**src/rtl/register_bank_dehl.sv**
```systemverilog
// D/E/H/L register bank with optional shadow set, EX/EXX swaps, pair inc/dec and ALU write-back.
// One command per cycle; outputs and their complements come straight from the registers.
module register_bank_dehl #(
  parameter int unsigned WIDTH  = 8,
  parameter int unsigned SHADOW = 1
) (
  input  logic             Clk,
  input  logic             Reset,
  input  logic             PR_Write,
  input  logic [1:0]       WriteSel,
  input  logic [WIDTH-1:0] notALUResult,
  input  logic             PR_Ex,
  input  logic             PR_Exx,
  input  logic             PR_PairInc,
  input  logic             PR_PairDec,
  input  logic             PairSel,
  output logic [WIDTH-1:0] D,
  output logic [WIDTH-1:0] E,
  output logic [WIDTH-1:0] H,
  output logic [WIDTH-1:0] L,
  output logic [WIDTH-1:0] notD,
  output logic [WIDTH-1:0] notE,
  output logic [WIDTH-1:0] notH,
  output logic [WIDTH-1:0] notL,
  output logic             PairZero
);

  localparam logic [2*WIDTH-1:0] PairOne = {{(2*WIDTH-1){1'b0}}, 1'b1};

  logic [WIDTH-1:0] d_q, e_q, h_q, l_q;
  logic [WIDTH-1:0] d_d, e_d, h_d, l_d;
  logic [WIDTH-1:0] sd_q, se_q, sh_q, sl_q;
  logic [WIDTH-1:0] sd_d, se_d, sh_d, sl_d;
  logic             pair_zero_q, pair_zero_d;

  logic             exx_en;
  logic [2*WIDTH-1:0] pair_cur, pair_nxt;

  // Without a shadow bank EXX is simply not a command, so it must not block lower priorities.
  assign exx_en   = PR_Exx && (SHADOW != 0);
  assign pair_cur = PairSel ? {h_q, l_q} : {d_q, e_q};
  assign pair_nxt = PR_PairInc ? (pair_cur + PairOne) : (pair_cur - PairOne);

  always_comb begin
    d_d         = d_q;
    e_d         = e_q;
    h_d         = h_q;
    l_d         = l_q;
    sd_d        = sd_q;
    se_d        = se_q;
    sh_d        = sh_q;
    sl_d        = sl_q;
    pair_zero_d = pair_zero_q;

    if (exx_en) begin
      d_d  = sd_q;
      e_d  = se_q;
      h_d  = sh_q;
      l_d  = sl_q;
      sd_d = d_q;
      se_d = e_q;
      sh_d = h_q;
      sl_d = l_q;
    end else if (PR_Ex) begin
      d_d = h_q;
      e_d = l_q;
      h_d = d_q;
      l_d = e_q;
    end else if (PR_PairInc || PR_PairDec) begin
      if (PairSel) begin
        {h_d, l_d} = pair_nxt;
      end else begin
        {d_d, e_d} = pair_nxt;
      end
      pair_zero_d = (pair_nxt == '0);
    end else if (PR_Write) begin
      unique case (WriteSel)
        2'd0: d_d = ~notALUResult;
        2'd1: e_d = ~notALUResult;
        2'd2: h_d = ~notALUResult;
        2'd3: l_d = ~notALUResult;
        default: ;
      endcase
    end
  end

  always_ff @(posedge Clk) begin
    if (Reset) begin
      d_q         <= '0;
      e_q         <= '0;
      h_q         <= '0;
      l_q         <= '0;
      sd_q        <= '0;
      se_q        <= '0;
      sh_q        <= '0;
      sl_q        <= '0;
      pair_zero_q <= 1'b0;
    end else begin
      d_q         <= d_d;
      e_q         <= e_d;
      h_q         <= h_d;
      l_q         <= l_d;
      sd_q        <= sd_d;
      se_q        <= se_d;
      sh_q        <= sh_d;
      sl_q        <= sl_d;
      pair_zero_q <= pair_zero_d;
    end
  end

  assign D        = d_q;
  assign E        = e_q;
  assign H        = h_q;
  assign L        = l_q;
  assign notD     = ~d_q;
  assign notE     = ~e_q;
  assign notH     = ~h_q;
  assign notL     = ~l_q;
  assign PairZero = pair_zero_q;

endmodule

```
**config.mk**
```make
export PLATFORM = sky130hd
export DESIGN_NAME = register_bank_dehl
export DESIGN_NICKNAME = d
export VERILOG_FILES = /design/src/rtl/register_bank_dehl.sv
export SDC_FILE = /design/constraint.sdc
export NUM_CORES = 1
export LEC_CHECK = 0
export BUFFER_PORTS_ARGS = -buffer_cell sky130_fd_sc_hd__buf_2
export CAP_MARGIN = 25
export CELL_PAD_IN_SITES_DETAIL_PLACEMENT = 1
export CELL_PAD_IN_SITES_GLOBAL_PLACEMENT = 2
export CORE_ASPECT_RATIO = 0.6
export CORE_MARGIN = 10
export CORE_UTILIZATION = 29
export CTS_CLUSTER_DIAMETER = 100
export CTS_CLUSTER_SIZE = 20
export DETAILED_ROUTE_END_ITERATION = 6
export GPL_ROUTABILITY_DRIVEN = 0
export HOLD_SLACK_MARGIN = 0.08
export PLACE_DENSITY = 0.88
export SLEW_MARGIN = 20
export SYNTH_ARGS = -nofsm -noshare
export SYNTH_HDL_FRONTEND = slang
export SYNTH_SLANG_ARGS = --single-unit
export TNS_END_PERCENT = 1
```
**constraint.sdc**
```tcl
create_clock -name Clk -period 2.9 [get_ports Clk]
set_input_delay 0 -clock Clk [delete_from_list [all_inputs] [get_ports Clk]]
set_output_delay 0 -clock Clk [all_outputs]
set_load 0.01 [all_outputs]
```
==> flow_summary.yaml, run 1 <==
routing:
  drt-pass1-iter-count: 4
  wl_met3_um: 1096
  drcViolationCount: 0
  drtAntennaViolNets: 0
  vias_per_cell: 5.466
  routedWlPerCell_um: 19.55
  dr_wl_met2_um: 7886
  highest_layer: "met4"
  vias: 4766
  wl_met1_um: 7764
  drtIter0Drc: 207
  drt-total-wl_um: 17050
floorplan:
  die_h_um: 114.5
  dieWidth_um: 177.5
  io_pins: 83
  core_area_um2: 14550
  initial_core_util: 0.2968
  dieArea_um2: 20330
  placementRows: 34
synth:
  synth_nets: 592
  ys_seq_elements: 65
  yosysTopAreaCellShare: 0.3014
  async_flop_share: 0
  synth_top_area_cell: "dfxtp_1"
  synth.yosys.seq_area_share: 0.3014
  ys_top_cells_by_count: "nor2_1, dfxtp_1, o21ai_0, inv_1, a21oi_1"
  synth_top_flop_cell: "dfxtp_1"
  synth_most_common_cell: "nor2_1"
  synth_area_leaders: "dfxtp_1, mux2i_1, nor2_1"
  yosys_warnings: 0
  synth_edf_count: 0
  syn_area_per_cell_um2: 7.766
  synth.cell_area_um2: 4318
  synthDistinctLibCells: 73
  synthCells: 556
global_route:
  grt_start_max_net_pins: 72
  grt_pass1_wl_um: 26830
  grt_overflow: 0
  track_usage: 0.1630
  antenna_found_initial: 0
  grt_pass1_vias: 4909
setup_path:
  critPathRequiredTime_ns: 3.12
  crit_path_cell_trace: "inv_1 -> o21ai_1 -> ha_2 -> and2_2 -> a41oi_4 -> a211oi_2 -> and2_1 -> a2111oi_2 -> o21ai_1 -> o41ai_1"
  cp_slowest_cell: "a2111oi_2"
  startpoint_type: "flop"
  critical_path_class: "reg2reg"
  critical-path-max-stage-delay_ns: 0.40
  cp_max_fo: 8
  crit_top_cell: "o21ai_1"
  arrival_ns: 3.12
  end_kind: "flop"
sta:
  max_slew_margin: 0.3588
  min_period_ns: 2.903
  fin_crit_sh: 1.001
  totalNegativeSetupSlack_ns: -0.002972
  fmax_mhz: 344.5
  setup_viol: 1
  rsz0062_at_grt: "yes"
  fin_skew_ns: 0.007940
  worstMarginPinSlew_ns: 0.9619
  finalHoldViolCount: 0
  setup_ws_ns: -0.002972
  finalMaxSlewViolations: 0
cells_and_area:
  antennaDiodeCount: 0
  syn2layout_area_growth_pct: 31.61
  finish.utilization: 0.3906
  drive_above_1_share: 0.2953
  layout.nets: 707
pwr:
  powerDensity_nw_per_um2: 523.2
  leakagePower_nw: 2.412
  ir_drop_uv: 268.9
clock_network:
  cts.sinks: 65
  htree_levels: 3
  cts_root_buf: "clkbuf_16"
  cts_hold_buf: 0
  cts_tree: "done"
  clk_pin_slew_ns: 0.06
  clk_latency_ns: 0.33
  cts_made_buffers: 9
  clock_path_buffers: 2
placement:
  port_buffers: 82
  hpwlAfterDp_um: 12950
hold_path:
  hold_class: "in2reg"
job:
  cap_violations: 0
status:
  status: "finished with violations"
  violations: "negative setup slack"
-- registers in the layout, summed over array words and instances, names as in the netlist --
| signal | count |
|---|---|
| D | 8 |
| E | 8 |
| H | 8 |
| L | 8 |
| sd_q | 8 |
| se_q | 8 |
| sh_q | 8 |
| sl_q | 8 |
| PairZero | 1 |
-- metal layers --
metal  vias to the layer above  GRT usage
li1                       2250          -
met1                      2375     0.2116
met2                       119     0.2637
met3                        22    0.04282
met4                         0    0.03982
met5                         -          0
-- metrics by stage --
stage	total power, mW	instance area, um2	std cells	hold slack (ns)	setup WS (ns)
final	2.973	5683	872	0.1718	-0.002972
after floorplan	1.520	4319	556	0.2479	0.008914
after CTS	2.973	5612	871	0.1484	-0.02274
after detailed placement	1.864	5248	855	0.4428	-0.2422
after global routing	3.135	5683	872	0.2016	-0.1550
after global placement	1.824	5248	855	0.4420	-0.01549
-- power breakdown --
| part | internal (mW) | switching [mW] |
|---|---|---|
| sequential | 0.947 | 0.0386 |
| combinational | 0.374 | 0.542 |
| clock | 0.678 | 0.393 |
| total | 2.00 | 0.974 |
-- cell usage in the layout (no fill, tap or decap), types with 5 or more instances in the layout --
master     instances
a211oi_1          17
a21o_1             6
a21oi_1           35
a221oi_1           5
a31oi_1            5
buf_2             82
buf_4             58
clkbuf_16          9
dfxtp_1           63
ha_1              13
inv_1             40
mux2i_1           33
nand2_1           34
nand3_1            8
nor2_1            76
nor3_1             6
o211ai_1           9
o21ai_0           35
o21ai_1           14
or3_1              7
-- path summary, 6_finish.rpt --
check | from | endpoint | slack (ns) | depth (start not counted)
min | PR_Ex | PairZero | 0.17 | 5
max | E[3] | D[5] | -0.003 | 10
min reg2reg | sh_q[2] | sh_q[2] | 0.49 | 2
max reg2reg | E[3] | D[5] | -0.003 | 10
-- cell type report --
| class | count | area (um2) |
|---|---|---|
| clock buffer | 11 | 242.7 |
| fill | 1800 | 8866 |
| clock inverter | 3 | 42.54 |
| inverter | 41 | 153.9 |
| sequential | 65 | 1304 |
| multi-input combinational | 413 | 2826 |
| tap | 198 | 247.7 |
| timing repair buffer | 141 | 865.8 |
-- logic make-up after synthesis --
| logic type | after synthesis | share of synthesized area |
|---|---|---|
| flip-flops | 65 | 0.3014 |
| AO/OA/AOI/OAI | 185 | 0.2935 |
| AND/OR/NAND/NOR | 170 | 0.1863 |
| buffers and inverters | 78 | 0.07302 |
| XOR/XNOR | 6 | 0.01217 |
| adder cells (fa/ha/maj) | 18 | 0.05390 |
| multiplexers | 34 | 0.07969 |
-- timing repair --
action | in CTS | in global routing
buffers inserted | 2 | 1
gates resized for setup | 16 | 19
endpoints found under the setup margin | 11 | 16
pin swaps | 7 | 6
-- worst max-delay path, delay by kind of cell, from the launching register on --
kind	cells	cell delay, ns
AO/OA/AOI/OAI	6	1.65
adder cells (fa/ha/maj)	1	0.37
flip-flops	1	0.33
AND/OR/NAND/NOR	2	0.38
buffers and inverters	1	0.06
No activity file was read; power rests on OpenSTA's default activity.
==> inputs of run 2 (changes only) <==
clock period = 2.4 ns   (was 2.9 ns; I/O delays follow)
==> flow_summary.yaml, run 2 (synthesis results as in run 1) <==
status:
  status: "finished with violations"
  violations: "negative setup slack"
cells_and_area:
  finalNonFillerCells: 925
  antennaDiodeCount: 0
  postLayoutCellArea_um2: 6217
  drive_above_1_share: 0.3686
  layout_commonest_cell: "buf_4"
  final_cell_mix: "buf_4, buf_2, nor2_1"
  layout.nets: 758
  syn2layout_area_growth_pct: 43.99
clock_network:
  cts_hold_buf: 0
  cts.sinks: 65
  cts_made_buffers: 9
  htree_levels: 3
  cts_tree: "done"
  clk_pin_slew_ns: 0.06
  clock_path_buffers: 2
  clk_latency_ns: 0.35
  cts_root_buf: "clkbuf_16"
global_route:
  grt_pass1_wl_um: 29150
  track_usage: 0.1804
  grt_pass1_vias: 5396
  grt_start_max_net_pins: 55
  grt_overflow: 0
  antenna_found_initial: 0
sta:
  setup_viol: 25
  fin_crit_sh: 1.190
  fmax_mhz: 350.1
  min_period_ns: 2.857
  rsz0062_at_grt: "yes"
  worstMarginPinSlew_ns: 0.7523
  setup_ws_ns: -0.4567
  finalHoldViolCount: 0
  finalMaxSlewViolations: 0
  whs_ns: 0.09152
  fin_skew_ns: 0.007979
  max_slew_margin: 0.4979
routing:
  vias_per_cell: 5.402
  drt-pass1-iter-count: 4
  drtAntennaViolNets: 0
  routedWlPerCell_um: 20.21
  drt-total-wl_um: 18700
  vias: 4997
  drcViolationCount: 0
  drtIter0Drc: 209
placement:
  port_buffers: 82
  hpwlAfterDp_um: 13960
  dp.cells: 908
  pre_cts_slack_ns: -0.5592
  placed_area_um2: 5665
job:
  cap_violations: 0
setup_path:
  critical_path_class: "reg2reg"
  cp_max_fo: 2
  critPathRequiredTime_ns: 2.66
  startpoint_type: "flop"
  setup.reg_to_reg.worst_slack_ns: -0.46
  arrival_ns: 3.11
  end_kind: "flop"
  rr_worst_depth: 11
floorplan:
  io_pins: 83
  dieWidth_um: 177.5
  initial_core_util: 0.2968
  dieArea_um2: 20330
  core_area_um2: 14550
  placementRows: 34
  die_h_um: 114.5
pwr:
  leakagePower_nw: 2.685
  ir_drop_uv: 343.2
  finalPower_mw: 3.793
  powerDensity_nw_per_um2: 610.1
hold_path:
  hold_class: "in2reg"
  holdPathStages: 4
[run 2: per-stage QoR]
stage / util / setup TNS (ns)
finish: 0.4273 / -6.180
global route: 0.4273 / -9.607
global placement: 0.3894 / -6.564
floorplan: - / -1.867
CTS: 0.4221 / -6.406
detailed placement: 0.3894 / -9.206
[run 2: cell type report]
type / count / area, um2
fillers: 1769 / 8332
multi-input cells: 413 / 2978
flip-flops and latches: 65 / 1306
repair buffers: 192 / 1249
clock buffers: 11 / 252.7
well taps: 198 / 247.7
inverters: 41 / 153.9
clock inverters: 5 / 30.03
[run 2: worst paths after layout]
kind | startpoint | to
hold reg to reg | sh_q[2] | sh_q[2]
hold / removal | notALUResult[5] | H[5]
setup reg to reg | E[0] | PairZero
setup / recovery | E[0] | PairZero
[run 2: report_power, final]
| part | internal (mW) | switching (mW) |
|---|---|---|
| Sequential | 1.14 | 0.0415 |
| Clock | 0.750 | 0.535 |
| Combinational | 0.580 | 0.743 |
[run 2: metal layers]
layer | vias to the layer above | global-route usage | wire length, um
li1 | 2365 | - | -
met1 | 2474 | 0.2164 | 8351
met2 | 130 | 0.3073 | 8791
met3 | 28 | 0.05138 | 1200
met4 | 0 | 0.05420 | 351
met5 | - | 0 | 0
[run 2: critical path: stages, from the launching register on]
cell	delay [ns]
dfxtp_2	0.33
mux2i_4	0.16
inv_2	0.06
fa_2	0.37
buf_4	0.17
xnor2_4	0.15
nand3b_1	0.11
a2111oi_2	0.34
or3b_4	0.45
a2111oi_4	0.25
o2111ai_2	0.18
o31ai_2	0.21
[run 2: timing repair]
action                                  4_1_cts  5_1_grt
setup buffers                                 1        0
resized for setup                            38       16
pin swaps                                    17        6
endpoints found under the setup margin       25       28
==> inputs of run 3 (changes only) <==
CELL_PAD_IN_SITES_DETAIL_PLACEMENT = 0   (was 1)
HOLD_SLACK_MARGIN = not set   (was 0.08)
==> flow_summary.yaml, run 3 (synthesis results as in run 1) <==
floorplan:
  die_h_um: 114.5
  dieWidth_um: 177.5
  dieArea_um2: 20330
  core_area_um2: 14550
  initial_core_util: 0.2968
  placementRows: 34
  io_pins: 83
global_route:
  grt_busiest_layer: "met2"
  grt_pass1_vias: 4828
  antenna_found_initial: 0
  met1_usage: 0.2083
  grt_pass1_wl_um: 25630
  grt_start_max_net_pins: 55
  track_usage: 0.1562
  met2_usage: 0.2539
  met3_usage: 0.03722
  grt_overflow: 0
setup_path:
  end_kind: "flop"
  crit_buf_inv: 3
  crit_top_cell: "buf_4"
  path_delay_family: "compound AO/OA/AOI/OAI gates"
  cp_max_fo: 3
  critPathRequiredTime_ns: 2.64
  critical-path-max-stage-delay_ns: 0.39
  crit_path_start: "E[0]"
  critical_path_class: "reg2reg"
  reg2reg_from: "E[0]"
  arrival_ns: 3.03
  cp_slowest_cell: "fa_2"
  startpoint_type: "flop"
  crit_path_cell_trace: "mux2i_4 -> inv_2 -> fa_2 -> a211oi_4 -> buf_4 -> o211ai_1 -> a31oi_1 -> xnor2_1 -> a211oi_1 -> buf_4 -> a211o_1 -> a221oi_2"
hold_path:
  min_from: "notALUResult[5]"
  hold_class: "in2reg"
clock_network:
  cts.sinks: 65
  clk_latency_ns: 0.33
  clock_path_buffers: 2
  cts_tree: "done"
  cts_made_buffers: 9
  cts_root_buf: "clkbuf_16"
  clk_pin_slew_ns: 0.06
  htree_levels: 3
sta:
  setup_ws_ns: -0.3908
  fin_crit_sh: 1.163
  finalHoldViolCount: 0
  fin_skew_ns: 0.005478
  max_slew_margin: 0.5348
  min_period_ns: 2.791
  worstMarginPinSlew_ns: 0.6970
  rsz0062_at_grt: "yes"
  setup_viol: 23
  fmax_mhz: 358.3
  whs_ns: 0.1127
  finalMaxSlewViolations: 0
pwr:
  ir_drop_uv: 340.3
  powerDensity_nw_per_um2: 627.4
  leakagePower_nw: 2.727
cells_and_area:
  syn2layout_area_growth_pct: 45.87
  layout.nets: 760
  filler_cell_count: 1461
  antennaDiodeCount: 0
  layout_commonest_cell: "buf_4"
  final_cell_mix: "buf_4, buf_2, nor2_1"
  drive_above_1_share: 0.3731
  postLayoutCellArea_um2: 6299
routing:
  drtIter0Drc: 310
  vias_per_cell: 5.324
  drt-total-wl_um: 16390
  drcViolationCount: 0
  routedWlPerCell_um: 17.68
  drtAntennaViolNets: 0
  drt-pass1-iter-count: 5
  vias: 4935
status:
  status: "finished with violations"
  violations: "negative setup slack"
placement:
  placed_area_um2: 5665
  pre_cts_slack_ns: -0.5237
  hpwlAfterDp_um: 12470
  port_buffers: 82
job:
  cap_violations: 0
==> run 3: metrics by stage <==
stage / util / std cells / total power, mW / setup TNS, ns
2_1_floorplan: - / 556 / 1.843 / -1.867
3_3_place_gp: 0.3894 / 908 / 2.336 / -6.564
3_5_place_dp: 0.3894 / 908 / 2.360 / -8.542
4_1_cts: 0.4307 / 927 / 3.949 / -5.042
5_1_grt: 0.4329 / 927 / 4.127 / -8.123
6_report: 0.4329 / 927 / 3.952 / -4.845
==> run 3: path summary, 6_finish.rpt <==
path	endpoint	depth (start not counted)	slack, ns
max reg2reg	D[0]	12	-0.39
min	D[5]	4	0.11
max	D[0]	12	-0.39
min reg2reg	sh_q[2]	2	0.49
==> run 3: final cells by class <==
class	count	area [um2]	share of cell area
Inverter	41	153.9	0.02443
Tap cell	198	247.7	0.03933
Multi-Input combinational cell	413	2992	0.4750
Clock inverter	5	77.57	0.01232
Timing Repair Buffer	194	1267	0.2012
Sequential cell	65	1308	0.2076
Clock buffer	11	252.7	0.04013
==> run 3: worst register-to-register path, cell delays in order, from the launching register on <==
cell	delay, ns
dfxtp_2	0.33
mux2i_4	0.15
inv_2	0.07
fa_2	0.39
a211oi_4	0.27
buf_4	0.16
o211ai_1	0.17
a31oi_1	0.23
xnor2_1	0.18
a211oi_1	0.11
buf_4	0.16
a211o_1	0.27
a221oi_2	0.21
==> run 3: timing repair <==
item	4_1_cts	5_1_grt
pin swaps	29	12
setup endpoints to repair	25	27
hold buffers	0	0
resized for setup	50	12
buffers inserted	3	0
==> run 3: routing by layer <==
metal | wire length [um] | vias up
met3 | 1118 | 12
met1 | 7721 | 2412
met5 | 0 | -
met2 | 7435 | 147
li1 | - | 2364
met4 | 117 | 0
==> run 3: where the power goes <==
group          internal [mW]  total [mW]  switching, mW
logic                  0.583        1.29          0.705
clock network          0.963        1.48          0.515
registers               1.14        1.19         0.0412
